## config.mk

```make
export PLATFORM = sky130hd
export DESIGN_NAME = slurm32_cpu_memory_access_flat
export DESIGN_NICKNAME = d
export VERILOG_FILES = /design/src/rtl/slurm32_cpu_memory_access_if.sv /design/src/rtl/slurm32_cpu_memory_access.sv /design/src/flat_wrapper.sv
export SDC_FILE = /design/constraint.sdc
export NUM_CORES = 1
export LEC_CHECK = 0
export CORE_AREA = 2 2 126 128
export DETAILED_ROUTE_END_ITERATION = 8
export DIE_AREA = 0 0 128 130
export PLACE_DENSITY = 0.74
export SYNTH_ARGS = -nofsm -noshare
export SYNTH_HDL_FRONTEND = slang
export SYNTH_SLANG_ARGS = --single-unit
```

## constraint.sdc

```tcl
create_clock -name CLK -period 2.2 [get_ports CLK]
set_clock_uncertainty 0.05 [all_clocks]
set_input_delay 0.44 -clock CLK [delete_from_list [all_inputs] [get_ports CLK]]
set_output_delay 0.44 -clock CLK [all_outputs]
set_load 0.005 [all_outputs]
```

## src/rtl/slurm32_cpu_memory_access_if.sv

```systemverilog
// Data-bus interface between the memory-access stage and the data memory.
// One outstanding request at a time: the master holds mem_valid with a
// stable address/data/mask until the slave answers with mem_ready; read data
// comes back on mem_rvalid, either together with mem_ready or later.
//   mem_addr   : word address (ADDRESS_BITS-2 bits)
//   mem_wdata  : write data, lanes already positioned by the execute stage
//   mem_wmask  : write byte enables
//   mem_valid  : request valid
//   mem_wr     : 1 = write, 0 = read
//   mem_ready  : slave accepts the request
//   mem_rdata  : read data
//   mem_rvalid : read data valid
interface slurm32_cpu_memory_access_if #(
    parameter int BITS         = 32,
    parameter int ADDRESS_BITS = 32
);
    logic [ADDRESS_BITS-3:0] mem_addr;
    logic [BITS-1:0]         mem_wdata;
    logic [3:0]              mem_wmask;
    logic                    mem_valid;
    logic                    mem_wr;
    logic                    mem_ready;
    logic [BITS-1:0]         mem_rdata;
    logic                    mem_rvalid;

    modport master (
        output mem_addr, mem_wdata, mem_wmask, mem_valid, mem_wr,
        input  mem_ready, mem_rdata, mem_rvalid
    );

    modport slave (
        input  mem_addr, mem_wdata, mem_wmask, mem_valid, mem_wr,
        output mem_ready, mem_rdata, mem_rvalid
    );
endinterface

```

## src/rtl/slurm32_cpu_memory_access.sv

```systemverilog
// Memory-access stage of the slurm32 pipeline. Takes a single-cycle
// load/store request from execute, runs it as one transaction on the data
// bus, stalls execute while the transaction is in flight, and hands load
// results (lane-extracted, optionally sign-extended) to writeback with the
// destination register tag. A transaction that spends TIMEOUT_CYCLES in
// REQ+RDATA is aborted with a one-cycle bus_error pulse.
// Ports:
//   CLK, RSTb          : clock, synchronous active-low reset
//   load_memory        : load request from execute
//   store_memory       : store request from execute (wins if both set)
//   load_store_address : word address
//   memory_out         : store data
//   memory_mask        : byte-lane mask
//   load_signed        : sign-extend byte/halfword loads
//   dest_reg           : load destination register
//   stall              : hold the execute stage
//   load_data          : formatted load result (held between pulses)
//   load_data_valid    : one-cycle pulse, load result valid
//   load_dest_reg      : tag for load_data (held between pulses)
//   bus_error          : one-cycle pulse on timeout
//   bus                : data-bus master port
module slurm32_cpu_memory_access #(
    parameter int REGISTER_BITS  = 4,
    parameter int BITS           = 32,
    parameter int ADDRESS_BITS   = 32,
    parameter int TIMEOUT_CYCLES = 255
) (
    input  logic                      CLK,
    input  logic                      RSTb,
    input  logic                      load_memory,
    input  logic                      store_memory,
    input  logic [ADDRESS_BITS-3:0]   load_store_address,
    input  logic [BITS-1:0]           memory_out,
    input  logic [3:0]                memory_mask,
    input  logic                      load_signed,
    input  logic [REGISTER_BITS-1:0]  dest_reg,
    output logic                      stall,
    output logic [BITS-1:0]           load_data,
    output logic                      load_data_valid,
    output logic [REGISTER_BITS-1:0]  load_dest_reg,
    output logic                      bus_error,
    slurm32_cpu_memory_access_if.master bus
);

    localparam int CW = $clog2(TIMEOUT_CYCLES + 1);

    typedef enum logic [1:0] {IDLE, REQ, RDATA, DONE} state_t;

    state_t                     state_q;
    logic [CW-1:0]              cnt_q;
    logic [ADDRESS_BITS-3:0]    addr_q;
    logic [BITS-1:0]            wdata_q;
    logic [3:0]                 mask_q;
    logic                       signed_q;
    logic [REGISTER_BITS-1:0]   dest_q;
    logic                       is_store_q;
    logic                       err_q;
    logic [BITS-1:0]            load_data_q;
    logic [REGISTER_BITS-1:0]   load_dest_reg_q;

    // Right-justify the lane selected by the mask, then zero/sign extend.
    // Masks that are not a single byte or an aligned halfword return the
    // full word untouched.
    function automatic logic [BITS-1:0] format_load(
        input logic [3:0]      mask,
        input logic            sgn,
        input logic [BITS-1:0] rdata
    );
        logic [7:0]  b;
        logic [15:0] h;
        logic [BITS-1:0] r;
        r = rdata;
        b = 8'h00;
        h = 16'h0000;
        case (mask)
            4'b0001: begin b = rdata[7:0];   r = {{(BITS-8){sgn & b[7]}}, b}; end
            4'b0010: begin b = rdata[15:8];  r = {{(BITS-8){sgn & b[7]}}, b}; end
            4'b0100: begin b = rdata[23:16]; r = {{(BITS-8){sgn & b[7]}}, b}; end
            4'b1000: begin b = rdata[31:24]; r = {{(BITS-8){sgn & b[7]}}, b}; end
            4'b0011: begin h = rdata[15:0];  r = {{(BITS-16){sgn & h[15]}}, h}; end
            4'b1100: begin h = rdata[31:16]; r = {{(BITS-16){sgn & h[15]}}, h}; end
            default: r = rdata;
        endcase
        return r;
    endfunction

    logic timeout;
    assign timeout = (cnt_q == CW'(TIMEOUT_CYCLES - 1));

    always_ff @(posedge CLK) begin
        if (!RSTb) begin
            state_q         <= IDLE;
            cnt_q           <= '0;
            addr_q          <= '0;
            wdata_q         <= '0;
            mask_q          <= '0;
            signed_q        <= 1'b0;
            dest_q          <= '0;
            is_store_q      <= 1'b0;
            err_q           <= 1'b0;
            load_data_q     <= '0;
            load_dest_reg_q <= '0;
        end else begin
            err_q <= 1'b0;
            case (state_q)
                IDLE: begin
                    if (load_memory || store_memory) begin
                        addr_q     <= load_store_address;
                        wdata_q    <= memory_out;
                        mask_q     <= memory_mask;
                        signed_q   <= load_signed;
                        dest_q     <= dest_reg;
                        is_store_q <= store_memory;
                        cnt_q      <= '0;
                        state_q    <= REQ;
                    end
                end
                REQ: begin
                    cnt_q <= cnt_q + CW'(1);
                    // Completion this cycle takes priority over the timeout.
                    if (bus.mem_ready && is_store_q) begin
                        state_q <= DONE;
                    end else if (bus.mem_ready && bus.mem_rvalid) begin
                        load_data_q     <= format_load(mask_q, signed_q, bus.mem_rdata);
                        load_dest_reg_q <= dest_q;
                        state_q         <= DONE;
                    end else if (timeout) begin
                        err_q   <= 1'b1;
                        state_q <= DONE;
                        if (!is_store_q) begin
                            load_data_q     <= '0;
                            load_dest_reg_q <= dest_q;
                        end
                    end else if (bus.mem_ready) begin
                        state_q <= RDATA;
                    end
                end
                RDATA: begin
                    cnt_q <= cnt_q + CW'(1);
                    if (bus.mem_rvalid) begin
                        load_data_q     <= format_load(mask_q, signed_q, bus.mem_rdata);
                        load_dest_reg_q <= dest_q;
                        state_q         <= DONE;
                    end else if (timeout) begin
                        err_q           <= 1'b1;
                        load_data_q     <= '0;
                        load_dest_reg_q <= dest_q;
                        state_q         <= DONE;
                    end
                end
                // Execute still presents the finished request here; ignore it.
                DONE: state_q <= IDLE;
                default: state_q <= IDLE;
            endcase
        end
    end

    assign stall = (state_q == REQ) || (state_q == RDATA) ||
                   ((state_q == IDLE) && (load_memory || store_memory));

    assign load_data_valid = (state_q == DONE) && !is_store_q;
    assign load_data       = load_data_q;
    assign load_dest_reg   = load_dest_reg_q;
    assign bus_error       = err_q;

    assign bus.mem_valid = (state_q == REQ);
    assign bus.mem_wr    = is_store_q;
    assign bus.mem_addr  = addr_q;
    assign bus.mem_wdata = wdata_q;
    assign bus.mem_wmask = mask_q;

endmodule
```

## src/flat_wrapper.sv

```systemverilog
// flat-port wrapper written by rule: the top's interface ports become plain ports
module slurm32_cpu_memory_access_flat 
#(
    parameter int REGISTER_BITS  = 4,
    parameter int BITS           = 32,
    parameter int ADDRESS_BITS   = 32,
    parameter int TIMEOUT_CYCLES = 255
)
  (CLK, RSTb, load_memory, store_memory, load_store_address, memory_out, memory_mask, load_signed, dest_reg, stall, load_data, load_data_valid, load_dest_reg, bus_error, bus_mem_addr, bus_mem_wdata, bus_mem_wmask, bus_mem_valid, bus_mem_wr, bus_mem_ready, bus_mem_rdata, bus_mem_rvalid);
  slurm32_cpu_memory_access_if #(.BITS(BITS), .ADDRESS_BITS(ADDRESS_BITS)) bus_i ();
  input  logic CLK;
  input  logic RSTb;
  input  logic load_memory;
  input  logic store_memory;
  input  logic [ADDRESS_BITS-3:0] load_store_address;
  input  logic [BITS-1:0] memory_out;
  input  logic [3:0] memory_mask;
  input  logic load_signed;
  input  logic [REGISTER_BITS-1:0] dest_reg;
  output logic stall;
  output logic [BITS-1:0] load_data;
  output logic load_data_valid;
  output logic [REGISTER_BITS-1:0] load_dest_reg;
  output logic bus_error;
  output wire logic [$bits(bus_i.mem_addr)-1:0] bus_mem_addr;
  output wire logic [$bits(bus_i.mem_wdata)-1:0] bus_mem_wdata;
  output wire logic [$bits(bus_i.mem_wmask)-1:0] bus_mem_wmask;
  output wire logic [$bits(bus_i.mem_valid)-1:0] bus_mem_valid;
  output wire logic [$bits(bus_i.mem_wr)-1:0] bus_mem_wr;
  input wire logic [$bits(bus_i.mem_ready)-1:0] bus_mem_ready;
  input wire logic [$bits(bus_i.mem_rdata)-1:0] bus_mem_rdata;
  input wire logic [$bits(bus_i.mem_rvalid)-1:0] bus_mem_rvalid;
  assign bus_mem_addr = bus_i.mem_addr;
  assign bus_mem_wdata = bus_i.mem_wdata;
  assign bus_mem_wmask = bus_i.mem_wmask;
  assign bus_mem_valid = bus_i.mem_valid;
  assign bus_mem_wr = bus_i.mem_wr;
  assign bus_i.mem_ready = bus_mem_ready;
  assign bus_i.mem_rdata = bus_mem_rdata;
  assign bus_i.mem_rvalid = bus_mem_rvalid;
  slurm32_cpu_memory_access #(.REGISTER_BITS(REGISTER_BITS), .BITS(BITS), .ADDRESS_BITS(ADDRESS_BITS), .TIMEOUT_CYCLES(TIMEOUT_CYCLES)) u_core (.CLK(CLK), .RSTb(RSTb), .load_memory(load_memory), .store_memory(store_memory), .load_store_address(load_store_address), .memory_out(memory_out), .memory_mask(memory_mask), .load_signed(load_signed), .dest_reg(dest_reg), .stall(stall), .load_data(load_data), .load_data_valid(load_data_valid), .load_dest_reg(load_dest_reg), .bus_error(bus_error), .bus(bus_i));
endmodule
```

Word level (Yosys, flattened, before mapping)
Index checks and enable logic that the tools add are counted.
{ "classes": {"n_addsub": 1, "muxes": 30, "bitwise_logic": 4, "n_eq_ne": 16, "reduce_logical": 16} }
{ "op_table": {"columns": ["op", "count"], "rows": [
  ["$mux 32", 6],
  ["$pmux 32 s6", 1],
  ["$pmux 32 s2", 1],
  ["$mux 4", 6],
  ["$pmux 8 s2", 1],
  ["$mux 2", 7],
  ["$add 8x1->8 const B", 1],
  ["$eq 4x2->1 const B", 2],
  ["$eq 4x4->1 const B", 2],
  ["$eq 8x8->1 const B", 1],
  ["$mux 8", 1],
  ["$pmux 2 s4", 1],
  ["$pmux 4 s2", 1],
  ["$ne 5x1->1 const B", 1],
  ["$reduce_and 5->1", 1],
  ["$and 1x1->1", 4],
  ["$eq 2x2->1 const B", 2],
  ["$eq 4x1->1 const B", 1],
  ["$eq 4x3->1 const B", 1],
  ["$logic_and 1x1->1", 4],
  ["$mux 1", 4],
  ["$reduce_and 2->1", 2],
  ["$reduce_bool 2->1", 2],
  ["$logic_or 1x1->1", 3],
  ["11 further kinds", 11]
]} }
{ "word_totals": {"register_bits": 119, "input_bits": 109, "word_cells": 78} }

Depth between registers and ports, before layout
Gate-level depths: netlist of run 1.
{ "logic_depth": {"depth_word": 5, "depth_mapped": 9, "mapped_depth_nobuf": 7} }

Worst setup path before layout of run 1
No wires, ideal clock.
{ "synth_path": {"path_type": "register to register", "startpoint": "register u_core.state_q[1]", "endpoint": "register u_core.load_data_q[14] (netlist: u_core.load_data[14])", "t_arrival_ns": 1.815, "setup_slack_ns": 0.278, "path_stages_with_launch": 10, "setup_ns": 0.057, "cell_sequence": "dfxtp_1 > inv_1 > ha_1 > buf_4 > a21boi_2 > o2111ai_1 > a21o_1 > buf_6 > a221oi_2 > a21o_1"} }
{ "synth_via": {"elab_chain_len": 3, "elab_cells_between_ends": 9} }
{ "synth_lines": {"columns": ["element", "line_no", "source"], "rows": [
  ["start: declaration", "slurm32_cpu_memory_access.sv:49", "state_t state_q;"],
  ["start signal: assignment", "slurm32_cpu_memory_access.sv:92", "state_q <= IDLE;"],
  ["start signal: assignment", "slurm32_cpu_memory_access.sv:115", "state_q <= REQ;"],
  ["start signal: assignment", "slurm32_cpu_memory_access.sv:122", "state_q <= DONE;"],
  ["$eq 2x1->1 / $eq 2x2->1 (equally long branches)", "slurm32_cpu_memory_access.sv:105", "case (state_q)"],
  ["$ne 3x3->1 (no source line), or another cell as far along", null, null],
  ["$reduce_and 5->1 (no source line)", null, null],
  ["end signal: assignment", "slurm32_cpu_memory_access.sv:124", "load_data_q <= format_load(mask_q, signed_q, bus.mem_rdata);"],
  ["end signal: assignment", "slurm32_cpu_memory_access.sv:141", "load_data_q <= format_load(mask_q, signed_q, bus.mem_rdata);"],
  ["end: declaration", "slurm32_cpu_memory_access.sv:58", "logic [BITS-1:0] load_data_q;"]
]} }
Parallel ways exist; a longest one is shown, timed or not.
A chain may end at the register's enable or synchronous reset.

Worst setup path after layout of run 1
{ "layout_path": {"startpoint": "register u_core.state_q[1]", "endpoint": "output port bus_mem_valid"} }
{ "layout_via": {"elab_chain_len": 1} }
{ "layout_lines": {"columns": ["element", "line_no", "source"], "rows": [
  ["$eq 2x1->1", "slurm32_cpu_memory_access.sv:166", "assign bus.mem_valid = (state_q == REQ);"],
  ["end: declaration", "flat_wrapper.sv:28", "output wire logic [$bits(bus_i.mem_valid)-1:0] bus_mem_valid;"]
]} }
No other way between the ends.

==> results of run 1 <==
## metrics by stage
stage | power, mW | cell area, sq um
after detailed placement | 6.90 | 7630
after CTS | 9.94 | 8290
after floorplan | 5.03 | 5230
after global routing | 10.5 | 8320
final | 9.86 | 8320
after global placement | 6.86 | 7630
## placed cells by master (no fill, tap or decap), types with 4 or more instances in the layout
cell type	netlist	final
inv_1	11	10
clkbuf_8	0	5
nand3b_1	5	5
a22oi_1	7	7
buf_12	0	6
o21ai_0	7	6
a221oi_2	4	4
a21boi_0	73	73
a221oi_1	11	11
mux2i_1	4	4
clkbuf_16	0	17
nor3b_1	7	7
o2bb2ai_1	23	23
a21oi_1	20	20
a22o_1	8	8
dfxtp_1	119	118
xor2_1	4	4
nor2b_1	10	8
ha_1	6	5
a21o_1	9	9
nor2_1	12	12
buf_4	3	20
nand2b_1	4	4
nand2_1	157	157
clkdlybuf4s50_1	0	212
## metal layers
metal / GRT usage / wire [microns] / share of wire
met5: 0 / 0 / 0
met4: 0.0666 / 198 / 0.013
met3: 0.0972 / 1900 / 0.12
met2: 0.298 / 7020 / 0.46
met1: 0.214 / 6170 / 0.40
## final timing paths
| check | depth (start not counted) | end | start | slack (ns) |
|---|---|---|---|---|
| hold / removal | 2 | u_core.bus.mem_wmask[3] | RSTb | 0.34 |
| setup / recovery | 3 | bus_mem_valid | u_core.state_q[1] | 0.07 |
| setup reg to reg | 7 | u_core.load_data[9] | u_core.bus.mem_wmask[0] | 0.33 |
| hold reg to reg | 2 | u_core.bus.mem_wdata[7] | u_core.bus.mem_wdata[7] | 0.41 |
## kinds of logic (layout without fill, tap and decap cells)
| kind of cell | after synthesis | count (layout) | share of synthesized area |
|---|---|---|---|
| buffers and inverters | 57 | 284 | 0.0555 |
| XOR/XNOR | 7 | 7 | 0.0153 |
| flip-flops | 119 | 119 | 0.455 |
| multiplexers | 4 | 4 | 0.00765 |
| AND/OR/NAND/NOR | 213 | 213 | 0.181 |
| adder cells (fa/ha/maj) | 6 | 6 | 0.0143 |
| AO/OA/AOI/OAI | 180 | 180 | 0.271 |
## layout make-up
type,instances,area (sq um),share of cell area
Clock buffer,23,498,0.0599
Multi-Input combinational cell,410,2590,0.311
Tap cell,192,240,0.0289
Timing Repair Buffer,241,2420,0.291
Inverter,11,41.3,0.00496
Clock inverter,9,139,0.0167
Sequential cell,119,2390,0.287
## timing repair
item                       CTS  global route
buffers inserted             1             2
pin swaps                    1             1
gates resized for setup      4             5
hold buffers                 0             0
setup endpoints to repair    1             5
## critical path, cell delays in order (launching register included)
cell and delay, ns:
dfxtp_1 0.30, inv_1 0.10, ha_1 0.28, clkdlybuf4s50_1 0.56
## where the power goes
group	internal, mW	switching, mW
logic	2.02	2.01
registers	2.61	0.259
clock network	1.94	1.02
==> flow_summary.ini, run 1 <==
[synth]
ys_ff_latch = 119
synthesis.area_sq_um = 5230
avgSynthCellArea_sq_um = 8.93
synth.distinct_cells = 56
synth_fp_nets = 701
ys.flop_type = dfxtp_1
ys_top_cells_by_area = dfxtp_1 (46%), nand2_1 (11%), a21boi_0 (10%)
synth_seq_area_share = 0.455
synth_edf_count = 0
synth_top_area_share = 0.455
synth_warnings = 0
yosysMostFrequentCell = nand2_1
yosys.area.top_type = dfxtp_1
postSynthCellCount = 586
synth-async-reset-ratio = 0
synth_common_cells = nand2_1 (157), dfxtp_1 (119), a21boi_0 (73), clkbuf_1 (25), o2bb2ai_1 (23)

[critical_path]
critPathArrivalTime_ns = 1.64
crit_type = reg2out
cp-start-kind = flop
cp.required_ns = 1.71
cp_max_fo = 6
end_kind = primary output

[timing]
setup_ws_ns = 0.0697
rsz0062_at_grt = no
drv_slew = 0
maxSlewHeadroom = 0.595
hold_violations = 0
setup_violations = 0
post-route-min-period_ns = 2.13
fin_tns_setup_ns = 0
whs_ns = 0.342
fin_crit_sh = 0.968
fmax_ghz = 0.469
tightest_slew_ns = 0.605

[global_routing]
grt_pass1_wl_mm = 24.2
grt_max_degree = 78
overflow = 0
grtUsageTotal = 0.186
grt_pass1_vias = 4718
antenna_found_initial = 0

[cells_and_area]
final_core_util = 0.539
antennaDiodeCount = 0
drive_gt1_frac = 0.103
nNetsFinal = 915
fin_cells = 1005
area_growth_pct = 58.9
fillers = 1426

[floorplan]
row_count = 46
coreArea_sq_um = 15400
initial_core_util = 0.339
dieArea_sq_um = 16600
die_h_microns = 130
ioPinCount = 216
die_width_microns = 128

[route]
wl_per_cell_microns = 15.2
routed_via_density = 4.91
drt_first_pass_iters = 4
ant_nets = 0
wl_mm = 15.3
via_count = 4934
drtIter0Drc = 181
drc = 0

[pwr]
p_leak_nw = 3.17
peakVddDrop_uv = 590
p_per_area_nw_per_um2 = 1190

[clocking]
cts_tree = built
cts.sinks = 119
clkTransAtPathRegs_ns = 0.06
htreeDepth = 4
clockBufferDepth = 2
cts_root_buf = clkbuf_16
cts_buffers = 17
clk_latency_ns = 0.41

[place]
dp.cells = 970
dp_slack_ns = 0.0418
port-buffer-count = 215
dp_hpwl_mm = 11.0
finalWeightedCongestion = 0.814

[outcome]
status = complete, no violations

[min_path]
hold_class = in2reg

[job]
drv_cap = 0
No activity file was read; power rests on OpenSTA's default activity.
==> run 2, diff against run 1 <==
--- a/config.mk
+++ b/config.mk
@@ -5,6 +5,7 @@
 export SDC_FILE = /design/constraint.sdc
 export NUM_CORES = 1
 export LEC_CHECK = 0
+export CAP_MARGIN = 5
 export CORE_AREA = 2 2 126 128
 export DETAILED_ROUTE_END_ITERATION = 8
 export DIE_AREA = 0 0 128 130
==> results of run 2 <==
Final layout, timing and power as in run 1 (identical DEF).
==> run 3, diff against run 2 <==
--- a/config.mk
+++ b/config.mk
@@ -6,10 +6,10 @@
 export NUM_CORES = 1
 export LEC_CHECK = 0
 export CAP_MARGIN = 5
-export CORE_AREA = 2 2 126 128
+export CORE_AREA = 2 2 114 116
 export DETAILED_ROUTE_END_ITERATION = 8
-export DIE_AREA = 0 0 128 130
-export PLACE_DENSITY = 0.74
+export DIE_AREA = 0 0 116 118
+export PLACE_DENSITY = 0.87
 export SYNTH_ARGS = -nofsm -noshare
 export SYNTH_HDL_FRONTEND = slang
 export SYNTH_SLANG_ARGS = --single-unit
==> run 3 against run 2 <==
  * Sequential share of layout area grew 0.72 points
  * Clock power down 7.8%
  * Sequential cell count unchanged
  * Critical path type unchanged
  * Largest power group unchanged
==> flow_summary.ini, run 3 (synthesis results as in run 1) <==
[outcome]
status = complete, no violations

[min_path]
hold_class = reg2reg

[timing]
hold_violations = 0
fmax_ghz = 0.476
fin_crit_sh = 0.955
maxSlewHeadroom = 0.579
rsz0062_at_grt = no
drv_slew = 0
post-route-min-period_ns = 2.10
fin_tns_setup_ns = 0
tightest_slew_ns = 0.629
setup_violations = 0

[floorplan]
die_h_microns = 118
dieArea_sq_um = 13700
initial_core_util = 0.421
coreArea_sq_um = 12400
die_width_microns = 116
ioPinCount = 216
row_count = 41

[pwr]
p_total_mw = 9.46
p_leak_nw = 3.06
p_per_area_nw_per_um2 = 1170
peakVddDrop_uv = 675

[global_routing]
grt_pass1_vias = 4979
grt_pass1_wl_mm = 24.6
grtUsageTotal = 0.228
grt_max_degree = 64
antenna_found_initial = 0
overflow = 0

[cells_and_area]
drive_gt1_frac = 0.0922
final_common_cell = clkdlybuf4s50_1
antennaDiodeCount = 0
seq_area_sq_um = 2390
multiInputGateArea_sq_um = 2590
layout_common_cells = clkdlybuf4s50_1 (213), nand2_1 (157), dfxtp_1 (117), a21boi_0 (73), o2bb2ai_1 (23)
fillers = 1001
area_growth_pct = 55.1
nNetsFinal = 907

[route]
routed_via_density = 5.16
drc = 0
drtIter0Drc = 247
ant_nets = 0
wl_mm = 15.4
drt_first_pass_iters = 5
via_count = 5028
wl_per_cell_microns = 15.8

[critical_path]
crit_chain = inv_2 > ha_2 > clkdlybuf4s50_1
cp-start-kind = flop
end_kind = primary output
crit_type = reg2out
cp_max_fo = 6
slowest_delay_ns = 0.52
cp.required_ns = 1.71
slowest_stage = clkdlybuf4s50_1
critPathArrivalTime_ns = 1.61
reg2reg_slack_ns = 0.30

[clocking]
cts.sinks = 119
clockBufferDepth = 2
htreeDepth = 4
clkTransAtPathRegs_ns = 0.05
cts_tree = built
cts_root_buf = clkbuf_16
clk_latency_ns = 0.41
cts_buffers = 17

[place]
finalWeightedCongestion = 0.845
port-buffer-count = 215
dp_hpwl_mm = 11.0

[job]
drv_cap = 0
## run 3: final timing paths
kind                           startpoint                       to  depth (start not counted)
setup / recovery        u_core.state_q[1]            bus_mem_valid                          3
hold / removal    u_core.bus.mem_addr[17]  u_core.bus.mem_addr[17]                          2
setup reg to reg  u_core.bus.mem_wmask[3]     u_core.load_data[15]                          4
hold reg to reg   u_core.bus.mem_addr[17]  u_core.bus.mem_addr[17]                          2
## run 3: area by class of cell
cell class / instances / area share
clock buffers: 21 / 0.0555
clock inverters: 9 / 0.0157
well taps: 172 / 0.0265
inverters: 11 / 0.00509
flip-flops and latches: 119 / 0.294
multi-input cells: 410 / 0.319
repair buffers: 233 / 0.284
## run 3: power breakdown
part	switching, mW	internal [mW]
logic	1.99	1.84
registers	0.288	2.62
clock network	0.944	1.79
## run 3: timing repair
item | CTS | global route
hold buffers | 0 | 0
resized for setup | 9 | 1
buffers inserted | 1 | 0
setup endpoints to repair | 1 | 16
endpoints found under the hold margin | 0 | 0
pin swaps | 1 | 0
## run 3: worst max-delay path, delay by kind of cell (launching register included)
family	cells	cell delay (ns)
adder cells (fa/ha/maj)	1	0.24
flip-flops	1	0.36
buffers and inverters	2	0.60
## run 3: stage by stage
stage          instance area, sq um  hold slack [ns]  cells  worst slack, ns   util
6_report                       8120            0.410    975           0.0990  0.654
3_5_place_dp                   7510            0.398    944           0.0291  0.605
3_3_place_gp                   7510            0.384    944           0.0659  0.605
2_1_floorplan                  5230            0.393    586            0.278      -
5_1_grt                        8120            0.425    975           0.0478  0.654
4_1_cts                        8120            0.413    975           0.0783  0.654
## run 3: metal layers
layer | global-route usage | wire length, microns
met3 | 0.116 | 1720
met1 | 0.259 | 5990
met2 | 0.369 | 7480
met5 | 0 | 0
met4 | 0.0781 | 250
